File: src/rtl/vga_pkg.sv
// vga_pkg: shared VGA timing constants and types.
//   - DEF_* : default 1280x800 timing (pixels / lines per region)
//   - vga_ctrl_t : control bundle carried alongside the pixel pipeline
//   - vga_total() : total period from active, front porch, sync and back porch
package vga_pkg;

    localparam int unsigned DEF_H_ACTIVE = 32'd1280;
    localparam int unsigned DEF_H_FP     = 32'd64;
    localparam int unsigned DEF_H_SYNC   = 32'd136;
    localparam int unsigned DEF_H_BP     = 32'd200;
    localparam int unsigned DEF_V_ACTIVE = 32'd800;
    localparam int unsigned DEF_V_FP     = 32'd1;
    localparam int unsigned DEF_V_SYNC   = 32'd3;
    localparam int unsigned DEF_V_BP     = 32'd24;

    typedef struct packed {
        logic hsync;
        logic vsync;
        logic line_start;
        logic frame_start;
    } vga_ctrl_t;

    function automatic int unsigned vga_total(input int unsigned active,
                                              input int unsigned fp,
                                              input int unsigned sync,
                                              input int unsigned bp);
        return active + fp + sync + bp;
    endfunction

endpackage

File: src/rtl/vga_timing_gen_if.sv
// vga_timing_gen_if: pixel request / display bundle of the VGA timing generator.
//   master : timing generator (drives coordinates, pixels, syncs; reads r/g/b)
//   slave  : pixel source + display side (drives r/g/b)
interface vga_timing_gen_if #(
    parameter int unsigned COLOR_W = 32'd4,
    parameter int unsigned COORD_W = 32'd11
);
    logic [COLOR_W-1:0] r;
    logic [COLOR_W-1:0] g;
    logic [COLOR_W-1:0] b;
    logic [COORD_W-1:0] curr_x;
    logic [COORD_W-1:0] curr_y;
    logic               req_valid;
    logic [COLOR_W-1:0] pix_r;
    logic [COLOR_W-1:0] pix_g;
    logic [COLOR_W-1:0] pix_b;
    logic               hsync;
    logic               vsync;
    logic               de;
    logic               line_start;
    logic               frame_start;

    modport master (
        input  r, g, b,
        output curr_x, curr_y, req_valid, pix_r, pix_g, pix_b,
        output hsync, vsync, de, line_start, frame_start
    );

    modport slave (
        output r, g, b,
        input  curr_x, curr_y, req_valid, pix_r, pix_g, pix_b,
        input  hsync, vsync, de, line_start, frame_start
    );
endinterface

File: src/rtl/vga_delay_line.sv
// vga_delay_line: DEPTH-stage register pipeline with synchronous reset to RST_VAL.
//   clk, rst : clock, synchronous active-high reset
//   din/dout : WIDTH-bit data; DEPTH=0 makes dout a combinational copy of din
module vga_delay_line #(
    parameter int unsigned      WIDTH   = 32'd1,
    parameter int unsigned      DEPTH   = 32'd1,
    parameter logic [WIDTH-1:0] RST_VAL = {WIDTH{1'b0}}
) (
    input  logic             clk,
    input  logic             rst,
    input  logic [WIDTH-1:0] din,
    output logic [WIDTH-1:0] dout
);

    if (DEPTH == 32'd0) begin : g_pass
        assign dout = din;
    end else begin : g_pipe
        logic [WIDTH-1:0] stage_q [DEPTH];
        logic [WIDTH-1:0] stage_d [DEPTH];

        // Next-state of every stage: shift by one towards the output.
        always_comb begin
            stage_d[0] = din;
            for (int unsigned i = 32'd1; i < DEPTH; i++) begin
                stage_d[i] = stage_q[i-1];
            end
        end

        // Pipeline registers, all cleared to the inactive value on reset.
        always_ff @(posedge clk) begin
            if (rst) begin
                for (int unsigned i = 32'd0; i < DEPTH; i++) begin
                    stage_q[i] <= RST_VAL;
                end
            end else begin
                for (int unsigned i = 32'd0; i < DEPTH; i++) begin
                    stage_q[i] <= stage_d[i];
                end
            end
        end

        assign dout = stage_q[DEPTH-1];
    end

endmodule

File: src/rtl/vga_timing_gen.sv
// vga_timing_gen: VGA raster timing with a latency-matched pixel path.
//   clk, rst : pixel clock, synchronous active-high reset
//   bus      : master side of vga_timing_gen_if
//              curr_x/curr_y/req_valid request a pixel (combinational from counters),
//              r/g/b return it PIX_LAT cycles later, pix_*/de/hsync/vsync/
//              line_start/frame_start all appear PIX_LAT+1 cycles after the request.
// Each axis is ordered sync, back porch, active, front porch.
module vga_timing_gen
    import vga_pkg::*;
#(
    parameter int unsigned H_ACTIVE = DEF_H_ACTIVE,
    parameter int unsigned H_FP     = DEF_H_FP,
    parameter int unsigned H_SYNC   = DEF_H_SYNC,
    parameter int unsigned H_BP     = DEF_H_BP,
    parameter int unsigned V_ACTIVE = DEF_V_ACTIVE,
    parameter int unsigned V_FP     = DEF_V_FP,
    parameter int unsigned V_SYNC   = DEF_V_SYNC,
    parameter int unsigned V_BP     = DEF_V_BP,
    parameter bit          H_POL    = 1'b0,
    parameter bit          V_POL    = 1'b1,
    parameter int unsigned COLOR_W  = 32'd4,
    parameter int unsigned COORD_W  = 32'd11,
    parameter int unsigned PIX_LAT  = 32'd1
) (
    input  logic             clk,
    input  logic             rst,
    vga_timing_gen_if.master bus
);

    localparam int unsigned     H_TOTAL   = vga_total(H_ACTIVE, H_FP, H_SYNC, H_BP);
    localparam int unsigned     V_TOTAL   = vga_total(V_ACTIVE, V_FP, V_SYNC, V_BP);
    localparam longint unsigned COORD_MAX = (64'd1 << COORD_W) - 64'd1;

    localparam logic [COORD_W-1:0] ONE         = COORD_W'(32'd1);
    localparam logic [COORD_W-1:0] H_LAST      = COORD_W'(H_TOTAL - 32'd1);
    localparam logic [COORD_W-1:0] V_LAST      = COORD_W'(V_TOTAL - 32'd1);
    localparam logic [COORD_W-1:0] H_SYNC_END  = COORD_W'(H_SYNC);
    localparam logic [COORD_W-1:0] V_SYNC_END  = COORD_W'(V_SYNC);
    localparam logic [COORD_W-1:0] H_ACT_FIRST = COORD_W'(H_SYNC + H_BP);
    localparam logic [COORD_W-1:0] V_ACT_FIRST = COORD_W'(V_SYNC + V_BP);
    localparam logic [COORD_W-1:0] H_ACT_LAST  = COORD_W'(H_SYNC + H_BP + H_ACTIVE - 32'd1);
    localparam logic [COORD_W-1:0] V_ACT_LAST  = COORD_W'(V_SYNC + V_BP + V_ACTIVE - 32'd1);

    localparam vga_ctrl_t CTRL_IDLE = vga_ctrl_t'({~H_POL, ~V_POL, 1'b0, 1'b0});

    // Counter ranges must fit the coordinate width; refuse to elaborate otherwise.
    if (64'(H_TOTAL) - 64'd1 > COORD_MAX) begin : g_h_range_err
        $error("vga_timing_gen: H_TOTAL-1 does not fit in COORD_W bits");
    end
    if (64'(V_TOTAL) - 64'd1 > COORD_MAX) begin : g_v_range_err
        $error("vga_timing_gen: V_TOTAL-1 does not fit in COORD_W bits");
    end
    if (PIX_LAT > 32'd4) begin : g_lat_range_err
        $error("vga_timing_gen: PIX_LAT must be in 0..4");
    end

    logic [COORD_W-1:0] hcnt_q, hcnt_d;
    logic [COORD_W-1:0] vcnt_q, vcnt_d;
    logic               h_active_s, v_active_s, req_valid_s;
    logic [COORD_W-1:0] curr_x_s, curr_y_s;
    vga_ctrl_t          ctrl_raw_s, ctrl_dly_s, ctrl_d, ctrl_q;
    logic               de_src_s, de_d, de_q;
    logic [COLOR_W-1:0] pix_r_d, pix_g_d, pix_b_d;
    logic [COLOR_W-1:0] pix_r_q, pix_g_q, pix_b_q;

    // Raster counters: hcnt every cycle, vcnt on each hcnt wrap.
    always_comb begin
        hcnt_d = hcnt_q + ONE;
        vcnt_d = vcnt_q;
        if (hcnt_q == H_LAST) begin
            hcnt_d = {COORD_W{1'b0}};
            if (vcnt_q == V_LAST) begin
                vcnt_d = {COORD_W{1'b0}};
            end else begin
                vcnt_d = vcnt_q + ONE;
            end
        end else begin
            vcnt_d = vcnt_q;
        end
    end

    // Request stage and raw (undelayed) control signals.
    always_comb begin
        h_active_s  = (hcnt_q >= H_ACT_FIRST) && (hcnt_q <= H_ACT_LAST);
        v_active_s  = (vcnt_q >= V_ACT_FIRST) && (vcnt_q <= V_ACT_LAST);
        req_valid_s = h_active_s && v_active_s;
        if (req_valid_s) begin
            curr_x_s = hcnt_q - H_ACT_FIRST;
            curr_y_s = vcnt_q - V_ACT_FIRST;
        end else begin
            curr_x_s = {COORD_W{1'b0}};
            curr_y_s = {COORD_W{1'b0}};
        end
        ctrl_raw_s.hsync       = (hcnt_q < H_SYNC_END) ? H_POL : ~H_POL;
        ctrl_raw_s.vsync       = (vcnt_q < V_SYNC_END) ? V_POL : ~V_POL;
        ctrl_raw_s.line_start  = (hcnt_q == {COORD_W{1'b0}});
        ctrl_raw_s.frame_start = (hcnt_q == {COORD_W{1'b0}}) && (vcnt_q == {COORD_W{1'b0}});
    end

    // Control bundle and de_src both trail the request by the source latency;
    // the output registers below add the final cycle.
    vga_delay_line #(
        .WIDTH   ($bits(vga_ctrl_t)),
        .DEPTH   (PIX_LAT),
        .RST_VAL (CTRL_IDLE)
    ) u_ctrl_dly (
        .clk  (clk),
        .rst  (rst),
        .din  (ctrl_raw_s),
        .dout (ctrl_dly_s)
    );

    vga_delay_line #(
        .WIDTH   (32'd1),
        .DEPTH   (PIX_LAT),
        .RST_VAL (1'b0)
    ) u_de_dly (
        .clk  (clk),
        .rst  (rst),
        .din  (req_valid_s),
        .dout (de_src_s)
    );

    // Output stage next-state: colour is blanked outside the active area.
    always_comb begin
        ctrl_d = ctrl_dly_s;
        de_d   = de_src_s;
        if (de_src_s) begin
            pix_r_d = bus.r;
            pix_g_d = bus.g;
            pix_b_d = bus.b;
        end else begin
            pix_r_d = {COLOR_W{1'b0}};
            pix_g_d = {COLOR_W{1'b0}};
            pix_b_d = {COLOR_W{1'b0}};
        end
    end

    // All state registers; reset returns everything to the idle raster origin.
    always_ff @(posedge clk) begin
        if (rst) begin
            hcnt_q  <= {COORD_W{1'b0}};
            vcnt_q  <= {COORD_W{1'b0}};
            ctrl_q  <= CTRL_IDLE;
            de_q    <= 1'b0;
            pix_r_q <= {COLOR_W{1'b0}};
            pix_g_q <= {COLOR_W{1'b0}};
            pix_b_q <= {COLOR_W{1'b0}};
        end else begin
            hcnt_q  <= hcnt_d;
            vcnt_q  <= vcnt_d;
            ctrl_q  <= ctrl_d;
            de_q    <= de_d;
            pix_r_q <= pix_r_d;
            pix_g_q <= pix_g_d;
            pix_b_q <= pix_b_d;
        end
    end

    assign bus.curr_x      = curr_x_s;
    assign bus.curr_y      = curr_y_s;
    assign bus.req_valid   = req_valid_s;
    assign bus.pix_r       = pix_r_q;
    assign bus.pix_g       = pix_g_q;
    assign bus.pix_b       = pix_b_q;
    assign bus.de          = de_q;
    assign bus.hsync       = ctrl_q.hsync;
    assign bus.vsync       = ctrl_q.vsync;
    assign bus.line_start  = ctrl_q.line_start;
    assign bus.frame_start = ctrl_q.frame_start;

endmodule

File: src/flat_wrapper.sv
// flat-port wrapper written by rule: the top's interface ports become plain ports
module vga_timing_gen_flat import vga_pkg::*;
#(
    parameter int unsigned H_ACTIVE = DEF_H_ACTIVE,
    parameter int unsigned H_FP     = DEF_H_FP,
    parameter int unsigned H_SYNC   = DEF_H_SYNC,
    parameter int unsigned H_BP     = DEF_H_BP,
    parameter int unsigned V_ACTIVE = DEF_V_ACTIVE,
    parameter int unsigned V_FP     = DEF_V_FP,
    parameter int unsigned V_SYNC   = DEF_V_SYNC,
    parameter int unsigned V_BP     = DEF_V_BP,
    parameter bit          H_POL    = 1'b0,
    parameter bit          V_POL    = 1'b1,
    parameter int unsigned COLOR_W  = 32'd4,
    parameter int unsigned COORD_W  = 32'd11,
    parameter int unsigned PIX_LAT  = 32'd1
)
  (clk, rst, bus_r, bus_g, bus_b, bus_curr_x, bus_curr_y, bus_req_valid, bus_pix_r, bus_pix_g, bus_pix_b, bus_hsync, bus_vsync, bus_de, bus_line_start, bus_frame_start);
  vga_timing_gen_if #(.COLOR_W(COLOR_W), .COORD_W(COORD_W)) bus_i ();
  input  logic clk;
  input  logic rst;
  input wire logic [$bits(bus_i.r)-1:0] bus_r;
  input wire logic [$bits(bus_i.g)-1:0] bus_g;
  input wire logic [$bits(bus_i.b)-1:0] bus_b;
  output wire logic [$bits(bus_i.curr_x)-1:0] bus_curr_x;
  output wire logic [$bits(bus_i.curr_y)-1:0] bus_curr_y;
  output wire logic [$bits(bus_i.req_valid)-1:0] bus_req_valid;
  output wire logic [$bits(bus_i.pix_r)-1:0] bus_pix_r;
  output wire logic [$bits(bus_i.pix_g)-1:0] bus_pix_g;
  output wire logic [$bits(bus_i.pix_b)-1:0] bus_pix_b;
  output wire logic [$bits(bus_i.hsync)-1:0] bus_hsync;
  output wire logic [$bits(bus_i.vsync)-1:0] bus_vsync;
  output wire logic [$bits(bus_i.de)-1:0] bus_de;
  output wire logic [$bits(bus_i.line_start)-1:0] bus_line_start;
  output wire logic [$bits(bus_i.frame_start)-1:0] bus_frame_start;
  assign bus_i.r = bus_r;
  assign bus_i.g = bus_g;
  assign bus_i.b = bus_b;
  assign bus_curr_x = bus_i.curr_x;
  assign bus_curr_y = bus_i.curr_y;
  assign bus_req_valid = bus_i.req_valid;
  assign bus_pix_r = bus_i.pix_r;
  assign bus_pix_g = bus_i.pix_g;
  assign bus_pix_b = bus_i.pix_b;
  assign bus_hsync = bus_i.hsync;
  assign bus_vsync = bus_i.vsync;
  assign bus_de = bus_i.de;
  assign bus_line_start = bus_i.line_start;
  assign bus_frame_start = bus_i.frame_start;
  vga_timing_gen #(.H_ACTIVE(H_ACTIVE), .H_FP(H_FP), .H_SYNC(H_SYNC), .H_BP(H_BP), .V_ACTIVE(V_ACTIVE), .V_FP(V_FP), .V_SYNC(V_SYNC), .V_BP(V_BP), .H_POL(H_POL), .V_POL(V_POL), .COLOR_W(COLOR_W), .COORD_W(COORD_W), .PIX_LAT(PIX_LAT)) u_core (.clk(clk), .rst(rst), .bus(bus_i));
endmodule
File: config.mk
export PLATFORM = sky130hd
export DESIGN_NAME = vga_timing_gen_flat
export DESIGN_NICKNAME = d
export VERILOG_FILES = /design/src/rtl/vga_pkg.sv /design/src/rtl/vga_timing_gen_if.sv /design/src/rtl/vga_delay_line.sv /design/src/rtl/vga_timing_gen.sv /design/src/flat_wrapper.sv
export SDC_FILE = /design/constraint.sdc
export NUM_CORES = 1
export LEC_CHECK = 0
export CORE_AREA = 2 2 80 59
export DETAILED_ROUTE_END_ITERATION = 8
export DIE_AREA = 0 0 82 61
export GPL_ROUTABILITY_DRIVEN = 0
export PLACE_DENSITY = 0.84
export SLEW_MARGIN = 10
export SYNTH_ARGS = -nofsm -noshare
export SYNTH_HDL_FRONTEND = slang
export SYNTH_SLANG_ARGS = --single-unit
File: constraint.sdc
create_clock -name clk -period 3.8 [get_ports clk]
set_input_delay 0.76 -clock clk [delete_from_list [all_inputs] [get_ports clk]]
set_output_delay 0.76 -clock clk [all_outputs]
set_load 0.05 [all_outputs]
# Word level (Yosys, flattened, before mapping)
# Memory sizes are Yosys's and may differ from the RTL's. A register that Yosys moved wholly into a read port is not among the register bits.
# Cells that the tools add are included.
dict set report totals {
  ram_bits 5
  regBits 35
  output_inout_bits 40
  wordCells 43
  n_memories 2
  input_bits 14
}
# memory words word_bits read_ports rd_clocked_by_memory_dff write_ports line_no
set mem_list {}
lappend mem_list {u_core.u_ctrl_dly.g_pipe.stage_q 1 4 1 1 1 vga_delay_line.sv:18} ;# logic [WIDTH-1:0] stage_q [DEPTH];
lappend mem_list {u_core.u_de_dly.g_pipe.stage_q 1 1 1 0 1 vga_delay_line.sv:18}
dict set report op_classes {
  n_bitwise 1
  n_reduce_logical 10
  n_eq_ne 2
  mux 12
  add_sub_neg 4
  n_lt_le_gt_ge 6
}
# op n
set op_table {}
lappend op_table {{11-bit 2-to-1 mux} 3}
lappend op_table {{11-bit by 1-bit adder with 11-bit output (second input constant)} 2}
lappend op_table {{11-bit zero test} 2}
lappend op_table {{11-bit by 10-bit equality test with 1-bit output (second input constant)} 1}
lappend op_table {{11-bit equality test (second input constant)} 1}
lappend op_table {{11-bit by 5-bit >= comparator with 1-bit output (second input constant)} 1}
lappend op_table {{11-bit by 9-bit >= comparator with 1-bit output (second input constant)} 1}
lappend op_table {{11-bit by 10-bit <= comparator with 1-bit output (second input constant)} 1}
lappend op_table {{11-bit <= comparator (second input constant)} 1}
lappend op_table {{11-bit by 2-bit < comparator with 1-bit output (second input constant)} 1}
lappend op_table {{11-bit by 8-bit < comparator with 1-bit output (second input constant)} 1}
lappend op_table {{11-bit by 5-bit subtractor with 11-bit output (second input constant)} 1}
lappend op_table {{11-bit by 9-bit subtractor with 11-bit output (second input constant)} 1}
lappend op_table {{1-bit 2-to-1 mux} 8}
lappend op_table {{1-bit logical AND} 4}
lappend op_table {{4-bit 2-to-1 mux} 1}
lappend op_table {{2-bit OR reduction} 2}
lappend op_table {{4-bit OR reduction} 1}
lappend op_table {{1-bit NOT} 1}
lappend op_table {{1-bit OR reduction} 1}

# Depth between registers and ports, before layout
# Gate-level depths: netlist of run 1.
dict set report logic_depth {
  depth_word 4
  mapped_depth 8
  mapped_depth_nobuf 7
}

# By module
# Synthesis of run 1 repeated with hierarchy kept, for this count alone.
dict set report unflattened {
  hier_cells 265
  hier_area_um2 2306.0
}
# mod cells_each seq_area_each_um2 instances area_each_um2
set by_module_without_submodules {}
lappend by_module_without_submodules {vga_timing_gen 255 780.7 1 2159.6}
lappend by_module_without_submodules {{vga_delay_line (u_core.u_ctrl_dly)} 8 80.1 1 112.6}
lappend by_module_without_submodules {{vga_delay_line (u_core.u_de_dly)} 2 20.0 1 33.8}

# Worst setup path before layout of run 1
# OpenSTA, ideal clock, no wires.
dict set report synth_timing {
  kind {reg2out}
  from {register u_core.vcnt_q[0]}
  to {output bus_curr_x[6]}
  required_time_ps 3040
  path_stages_with_launch 7
  n_path_buf 0
  arrival_ps 2693
  setup_slack_ps 347
  path_cell_list {dfxtp_1 -> ha_1 -> nand2b_1 -> or4_1 -> a32oi_1 -> nand4bb_1 -> nor3_1}
}
dict set report synth_via {
  elab_chain_cells 4
  elab_cells_between_ends 5
  classes_between {order compare (2); mux (1); reduce/logical (2)}
}
# element line_no
set synth_rtl {}
lappend synth_rtl {{from (decl)} vga_timing_gen.sv:58} ;# logic [COORD_W-1:0] vcnt_q, vcnt_d;
lappend synth_rtl {{from (signal assigned)} vga_timing_gen.sv:143} ;# vcnt_q <= {COORD_W{1'b0}};
lappend synth_rtl {{from (signal assigned)} vga_timing_gen.sv:151} ;# vcnt_q <= vcnt_d;
lappend synth_rtl {{11-bit by 5-bit >= comparator with 1-bit output or 11-bit by 10-bit <= comparator with 1-bit output (tied branches)} vga_timing_gen.sv:85} ;# v_active_s = (vcnt_q >= V_ACT_FIRST) && (vcnt_q <= V_ACT_LAST);
lappend synth_rtl {{1-bit logical AND (*)} vga_timing_gen.sv:85}
lappend synth_rtl {{1-bit logical AND (*)} vga_timing_gen.sv:86} ;# req_valid_s = h_active_s && v_active_s;
lappend synth_rtl {{11-bit 2-to-1 mux (*)} vga_timing_gen.sv:87} ;# if (req_valid_s) begin
lappend synth_rtl {{to (decl)} flat_wrapper.sv:25} ;# output wire logic [$bits(bus_i.curr_x)-1:0] bus_curr_x;
# Mark *: on every way between the ends. The rest lies on a longest branch, timed or not.

# Final worst setup path of run 1
dict set report layout_timing {
  from {register u_core.vcnt_q[0]}
  to {output bus_curr_x[5]}
}
# The elaborated chain is that of the path after synthesis.

==> results of run 1 <==
## how the worst min path moves through the flow
stage / cells past startpoint / start / slack [ps] / to
after detailed placement: 1 / u_core.u_ctrl_dly.g_pipe.stage_q[0][3]$_SDFF_PP1_ / 430 / u_core.bus.hsync$_SDFF_PP1_
after global routing: 1 / u_core.u_ctrl_dly.g_pipe.stage_q[0][3]$_SDFF_PP1_ / 440 / u_core.bus.hsync$_SDFF_PP1_
after global placement: 1 / u_core.u_ctrl_dly.g_pipe.stage_q[0][3]$_SDFF_PP1_ / 390 / u_core.bus.hsync$_SDFF_PP1_
after floorplan: 1 / u_core.u_ctrl_dly.g_pipe.stage_q[0][3]$_SDFF_PP1_ / 390 / u_core.bus.hsync$_SDFF_PP1_
after CTS: 1 / u_core.u_ctrl_dly.g_pipe.stage_q[0][3]$_SDFF_PP1_ / 440 / u_core.bus.hsync$_SDFF_PP1_
final: 1 / u_core.u_ctrl_dly.g_pipe.stage_q[0][3]$_SDFF_PP1_ / 440 / u_core.bus.hsync$_SDFF_PP1_
## metal layers
metal,track usage,vias to the layer above
met4,0.0929,0
met2,0.329,117
met1,0.321,867
li1,-,937
met3,0.0595,12
met5,0,-
## power breakdown
group	internal (mW)	switching, mW	total [mW]
clock network	0.198	0.166	0.364
logic	0.0234	0.0234	0.0467
registers	0.469	0.00498	0.474
total	0.691	0.194	0.885
## final cells by class
| class | count | area share |
|---|---|---|
| Multi-Input combinational cell | 183 | 0.374 |
| Sequential cell | 44 | 0.292 |
| Timing Repair Buffer | 57 | 0.260 |
| Clock buffer | 5 | 0.0228 |
| Tap cell | 55 | 0.0228 |
| Clock inverter | 3 | 0.0153 |
| Inverter | 11 | 0.0137 |
## logic make-up (layout without fill, tap and decap cells)
logic type / Yosys count / after routing / share of synthesized area
simple gates: 128 / 128 / 0.313
flops: 44 / 44 / 0.414
buf+inv: 28 / 76 / 0.0570
xor+xnor: 25 / 25 / 0.103
compound gates: 22 / 22 / 0.0664
fa+ha+maj: 8 / 8 / 0.0470
## worst register-to-register path, delay by kind of cell (launching register included)
| kind | cells | cell delay [ps] |
|---|---|---|
| fa+ha+maj | 1 | 180 |
| buf+inv | 1 | 140 |
| simple gates | 4 | 1310 |
| compound gates | 1 | 150 |
| flops | 1 | 390 |
## per-stage QoR
| stage | std cells | util | setup slack, ps | hold slack (ps) |
|---|---|---|---|---|
| after global routing | 358 | 0.718 | 48.0 | 442 |
| after CTS | 356 | 0.713 | 102 | 438 |
| after global placement | 348 | 0.686 | 524 | 393 |
| final | 358 | 0.718 | 246 | 437 |
| after detailed placement | 348 | 0.686 | 440 | 428 |
| after floorplan | 255 | - | 347 | 389 |
## timing repair
action                                  in CTS  in global routing
hold buffers                                 0                  0
gates resized for setup                      0                  1
endpoints found under the setup margin       0                 19
buffers inserted                             0                  2
## flip-flops by register name (all words and copies together) (netlist names)
name                              flops
u_core.bus.vsync                      1
u_core.u_ctrl_dly.g_pipe.stage_q      4
u_core.bus.line_start                 1
u_core.bus.hsync                      1
u_core.bus.de                         1
u_core.bus.frame_start                1
u_core.u_de_dly.g_pipe.stage_q        1
u_core.bus.pix_g                      4
u_core.bus.pix_r                      4
u_core.vcnt_q                        11
u_core.bus.pix_b                      4
u_core.hcnt_q                        11
## cell usage after synthesis
master	count
a21o_1	2
o21ai_0	5
or4_4	1
and3_1	1
nand4bb_1	1
nand4b_1	1
inv_1	10
nor3_1	11
nor4_1	4
clkbuf_1	9
o21a_1	2
and3_2	1
o41ai_1	1
ha_1	8
dfxtp_1	44
or4_1	1
a32oi_1	1
a31oi_1	1
and2_1	12
or2_2	1
nor4b_1	2
o311ai_1	1
o2111ai_1	1
xnor2_1	16
inv_2	1
xor2_1	9
nand2_1	12
o311a_1	1
nand4_1	5
a21oi_1	7
or3_1	7
buf_2	6
nor2_1	46
nand3_1	7
and4bb_1	1
clkbuf_2	1
and4_1	3
nor2b_1	9
buf_6	1
nand2b_1	2
==> reports/metrics.csv, run 1 <==
metric,value,unit
status,"complete, no violations",
wl_met2,2100,um
path_buf_inv,3,
drc,0,
dr.pass1.iters,5,
syn_area_per_cell,8.35,sq um
totalPowerFinal,0.885,mW
timing.rr.end,u_core.vcnt_q[9]$_SDFFE_PP0P_,
drt_wl_total,5250,um
vias,1933,
r2r-start,u_core.hcnt_q[4]$_SDFF_PP0_,
grt_pass1_vias,1783,
crit_type,register to output pin,
numCtsBuffers,5,
area_growth_syn_to_layout,41.7,%
seqCellArea,881,sq um
wire_per_inst,14.7,um
cts.sinks,44,
startpoint_type,register,
tritoncts,built,
wl_met3,628,um
clock_path_buffers,2,
initial_utilization,0.507,
slowest_delay,450,ps
cp-startpoint,u_core.vcnt_q[0]$_SDFFE_PP0P_,
synth_area_leaders,"dfxtp_1 41%, nor2_1 8.1%, xnor2_1 6.6%, ha_1 4.7%, xor2_1 3.7%",
final_common_cell,nor2_1,
cp-end-kind,output pin,
core_area,0.00420,sq mm
fin_crit_sh,0.935,
seq_area_frac_synth,0.414,
slew_headroom,0.494,
clk_latency,300,ps
synth_area,0.00213,sq mm
finalHoldViolCount,0,
diodes,0,
drtIter0Drc,232,
die_y,61,um
syn_nets,277,
io_buffers,53,
cts-htree-levels,2,
post-dp-hpwl,3920,um
hold_path.class,register to register,
cp_max_fo,18,
ir_drop,0.213,mV
yosysTopAreaCell,dfxtp_1,
powerDensity,293,mW/mm^2
antenna_found_initial,0,
routed.top_layer,met4,
final_layout_size_suffix_gt1_frac,0.125,
fmax,0.281,GHz
grt-ovfl-total,0,
required,3040,ps
cp_top_family,simple AND/OR/NAND/NOR gates,
n_fill_cell,306,
grt_max_degree,19,
max_cap_viol_count,0,
grt_pass1_wl,8500,um
crit_top_cell,buf_4,
final_cell_mix,"46 x nor2_1, 44 x dfxtp_1, 30 x clkdlybuf4s50_1",
r2r_cells,7,
skew,6.29,ps
cp_cell_sequence,"ha_1, nand2b_1, or4_1, a32oi_1, nand4bb_1, buf_4, buf_4, nor2_1, buf_12",
syn_inst,255,
final_cell_area,0.00302,sq mm
cp.depth,9,
die_area,0.00500,sq mm
p_leak,1.18,nW
crit_end,bus_curr_x[5],
die_w,82,um
viasPerCell,5.40,
grtUsageTotal,0.226,
final.min_clock_period,3550,ps
boundaryPins,54,
ant_nets,0,
cts.clk_slew.worst_paths,90,ps
synth_cell_types,40,
setup_tns,0,ps
multiInputGateArea,0.00113,sq mm
ys_ff_latch,44,
rsz0062_at_grt,no,
nets,324,
crit_arrival,2790,ps
met1_length,2390,um
synth_top_area_share,0.414,
tightest_slew,753,ps
cp_slowest_cell,dfxtp_1,
finalSetupViolCount,0,
rrSetupSlack,1580,ps
final_max_slew_viol_count,0,
rows,20,
ctsRootBufferMaster,clkbuf_8,
ys_warn_count,0,
placed_cell_area,0.00288,sq mm
Power figures use the tool's default switching activity.
==> inputs of run 2 (changes only) <==
--- a/config.mk
+++ b/config.mk
@@ -5,11 +5,13 @@
 export SDC_FILE = /design/constraint.sdc
 export NUM_CORES = 1
 export LEC_CHECK = 0
+export CAP_MARGIN = 20
 export CORE_AREA = 2 2 80 59
 export DETAILED_ROUTE_END_ITERATION = 8
 export DIE_AREA = 0 0 82 61
 export GPL_ROUTABILITY_DRIVEN = 0
 export PLACE_DENSITY = 0.84
+export SKIP_LAST_GASP = 1
 export SLEW_MARGIN = 10
 export SYNTH_ARGS = -nofsm -noshare
 export SYNTH_HDL_FRONTEND = slang
==> results of run 2 <==
Final layout, timing and power as in run 1 (identical DEF).
==> inputs of run 3 (changes only) <==
--- a/config.mk
+++ b/config.mk
@@ -6,11 +6,12 @@
 export NUM_CORES = 1
 export LEC_CHECK = 0
 export CAP_MARGIN = 20
-export CORE_AREA = 2 2 80 59
+export CORE_AREA = 2 2 79 58
+export CTS_BUF_LIST = sky130_fd_sc_hd__clkbuf_2
 export DETAILED_ROUTE_END_ITERATION = 8
-export DIE_AREA = 0 0 82 61
+export DIE_AREA = 0 0 81 60
 export GPL_ROUTABILITY_DRIVEN = 0
-export PLACE_DENSITY = 0.84
+export PLACE_DENSITY = 0.86
 export SKIP_LAST_GASP = 1
 export SLEW_MARGIN = 10
 export SYNTH_ARGS = -nofsm -noshare
==> reports/metrics.csv, run 3 (synthesis gave the netlist of run 1 again) <==
metric,value,unit,change
rows,20,,unchanged
max_cap_viol_count,0,,unchanged
drtIter0Drc,80,,-66%
powerDensity,268,mW/mm^2,-8.8%
wire_per_inst,13.9,um,-5.2%
cts.clk_slew.worst_paths,250,ps,+160 ps
initial_utilization,0.513,,+0.00610
cp_max_fo,14,,-4
grt-ovfl-total,0,,unchanged
final_common_cell,nor2_1,,
viasPerCell,5.33,,-1.3%
drt_wl_total,4960,um,-5.5%
die_w,81,um,-1.2%
clock_path_buffers,2,,unchanged
boundaryPins,54,,unchanged
finalHoldViolCount,0,,unchanged
dr.pass1.iters,4,,-1
startpoint_type,register,,
finalSetupViolCount,0,,unchanged
hold_path.class,register to register,,
cts.sinks,44,,unchanged
numCtsBuffers,5,,unchanged
cp-end-kind,output pin,,
cts-htree-levels,2,,unchanged
grtUsageTotal,0.218,,-0.00886
antenna_found_initial,0,,unchanged
io_buffers,53,,unchanged
reg_top3,"u_core.hcnt_q x11, u_core.vcnt_q x11",,
totalPowerFinal,0.794,mW,-10%
grt_pass1_wl,7990,um,-6.0%
post-dp-hpwl,3800,um,-3.2%
tightest_slew,834,ps,+81.5 ps
required,3040,ps,about the same
ctsRootBufferMaster,clkbuf_2,,
grt_pass1_vias,1710,,-4.1%
crit_arrival,2840,ps,+50 ps
die_y,60,um,-1.6%
ant_nets,0,,unchanged
core_area,0.00415,sq mm,-1.2%
met2_usage,0.335,,+0.00661
crit_type,register to output pin,,
tritoncts,built,,
ir_drop,0.172,mV,-20%
finalWorstSetupSlack,201,ps,-44.5 ps
grt_max_degree,18,,-1
final_max_slew_viol_count,0,,unchanged
final.min_clock_period,3600,ps,+44.5 ps
diodes,0,,unchanged
rsz0062_at_grt,yes,,
post-place-ws,419,ps,-21.6 ps
globalRouteMet1Util,0.303,,-0.0181
skew,24.4,ps,+18.1 ps
status,"complete, no violations",,
slew_headroom,0.439,,-0.0548
area_growth_syn_to_layout,39.4,%,
p_leak,1.14,nW,-3.0%
top_usage_layer,met2,,
final_cell_mix,"46 x nor2_1, 41 x dfxtp_1, 30 x clkdlybuf4s50_1",,
clk_latency,410,ps,+110 ps
nets,323,,-0.31%
vias,1903,,-1.6%
final_layout_size_suffix_gt1_frac,0.136,,+0.0103
grtUsageMet3,0.0650,,+0.00543
die_area,0.00486,sq mm,-2.8%
drc,0,,unchanged
fmax,0.278,GHz,-1.2%
fin_crit_sh,0.947,,+0.0117
[run 3: cell count changes in the layout (fill, tap and decap cells not counted), moves of 3 or more]
cell and change:
dfxtp_1 -3, clkbuf_2 +5, dfxtp_2 +3, clkbuf_8 -5
[run 3: layer usage]
metal  vias up  routed length [um]
li1        941                   -
met1       866                2290
met2        94                2180
met3         2                 460
met4         0                  27
met5         -                   0
[run 3: where the power goes]
part | switching (mW) | internal (mW)
Clock | 0.160 | 0.113
Sequential | 0.00485 | 0.471
Combinational | 0.0227 | 0.0225
[run 3: timing repair]
action,4_1_cts,5_1_grt
hold endpoints to repair,0,0
setup buffers,2,0
resized for setup,1,4
hold buffers,0,0
setup endpoints to repair,16,20
pin swaps,0,0
[run 3: area by class of cell]
type	count	area, sq um
Fill cell	312	1190
Multi-Input combinational cell	183	1130
Sequential cell	44	885
Timing Repair Buffer	56	772
Tap cell	55	68.8
Clock inverter	3	46.3
Inverter	11	41.3
Clock buffer	5	25.0
[run 3: worst max-delay path, stage by stage, from the launching register on]
cell and delay (ps):
dfxtp_2 440, ha_2 260, nand2b_1 110, or4_1 410
a32oi_1 240, nand4bb_1 270, buf_4 280, nor2_1 220
buf_12 170
[run 3: path summary, 6_finish.rpt]
check | startpoint | endpoint | slack, ps | cells past startpoint
hold / removal | u_core.u_ctrl_dly.g_pipe.stage_q[0][3]$_SDFF_PP1_ | u_core.bus.hsync$_SDFF_PP1_ | 460 | 1
setup / recovery | u_core.vcnt_q[0]$_SDFFE_PP0P_ | bus_curr_x[2] | 200 | 8
setup reg to reg | u_core.hcnt_q[4]$_SDFF_PP0_ | u_core.vcnt_q[2]$_SDFFE_PP0P_ | 1470 | 7
hold reg to reg | u_core.u_ctrl_dly.g_pipe.stage_q[0][3]$_SDFF_PP1_ | u_core.bus.hsync$_SDFF_PP1_ | 460 | 1
[run 3: stage by stage]
stage / TNS [ps] / utilization / instance area (sq um) / cells / hold WS (ps)
after floorplan: 0 / - / 2130 / 255 / 389
final: 0 / 0.714 / 2970 / 357 / 456
after CTS: 0 / 0.713 / 2960 / 357 / 461
after global placement: 0 / 0.692 / 2880 / 347 / 393
after global routing: -36.8 / 0.714 / 2970 / 357 / 447
after detailed placement: 0 / 0.692 / 2880 / 347 / 406
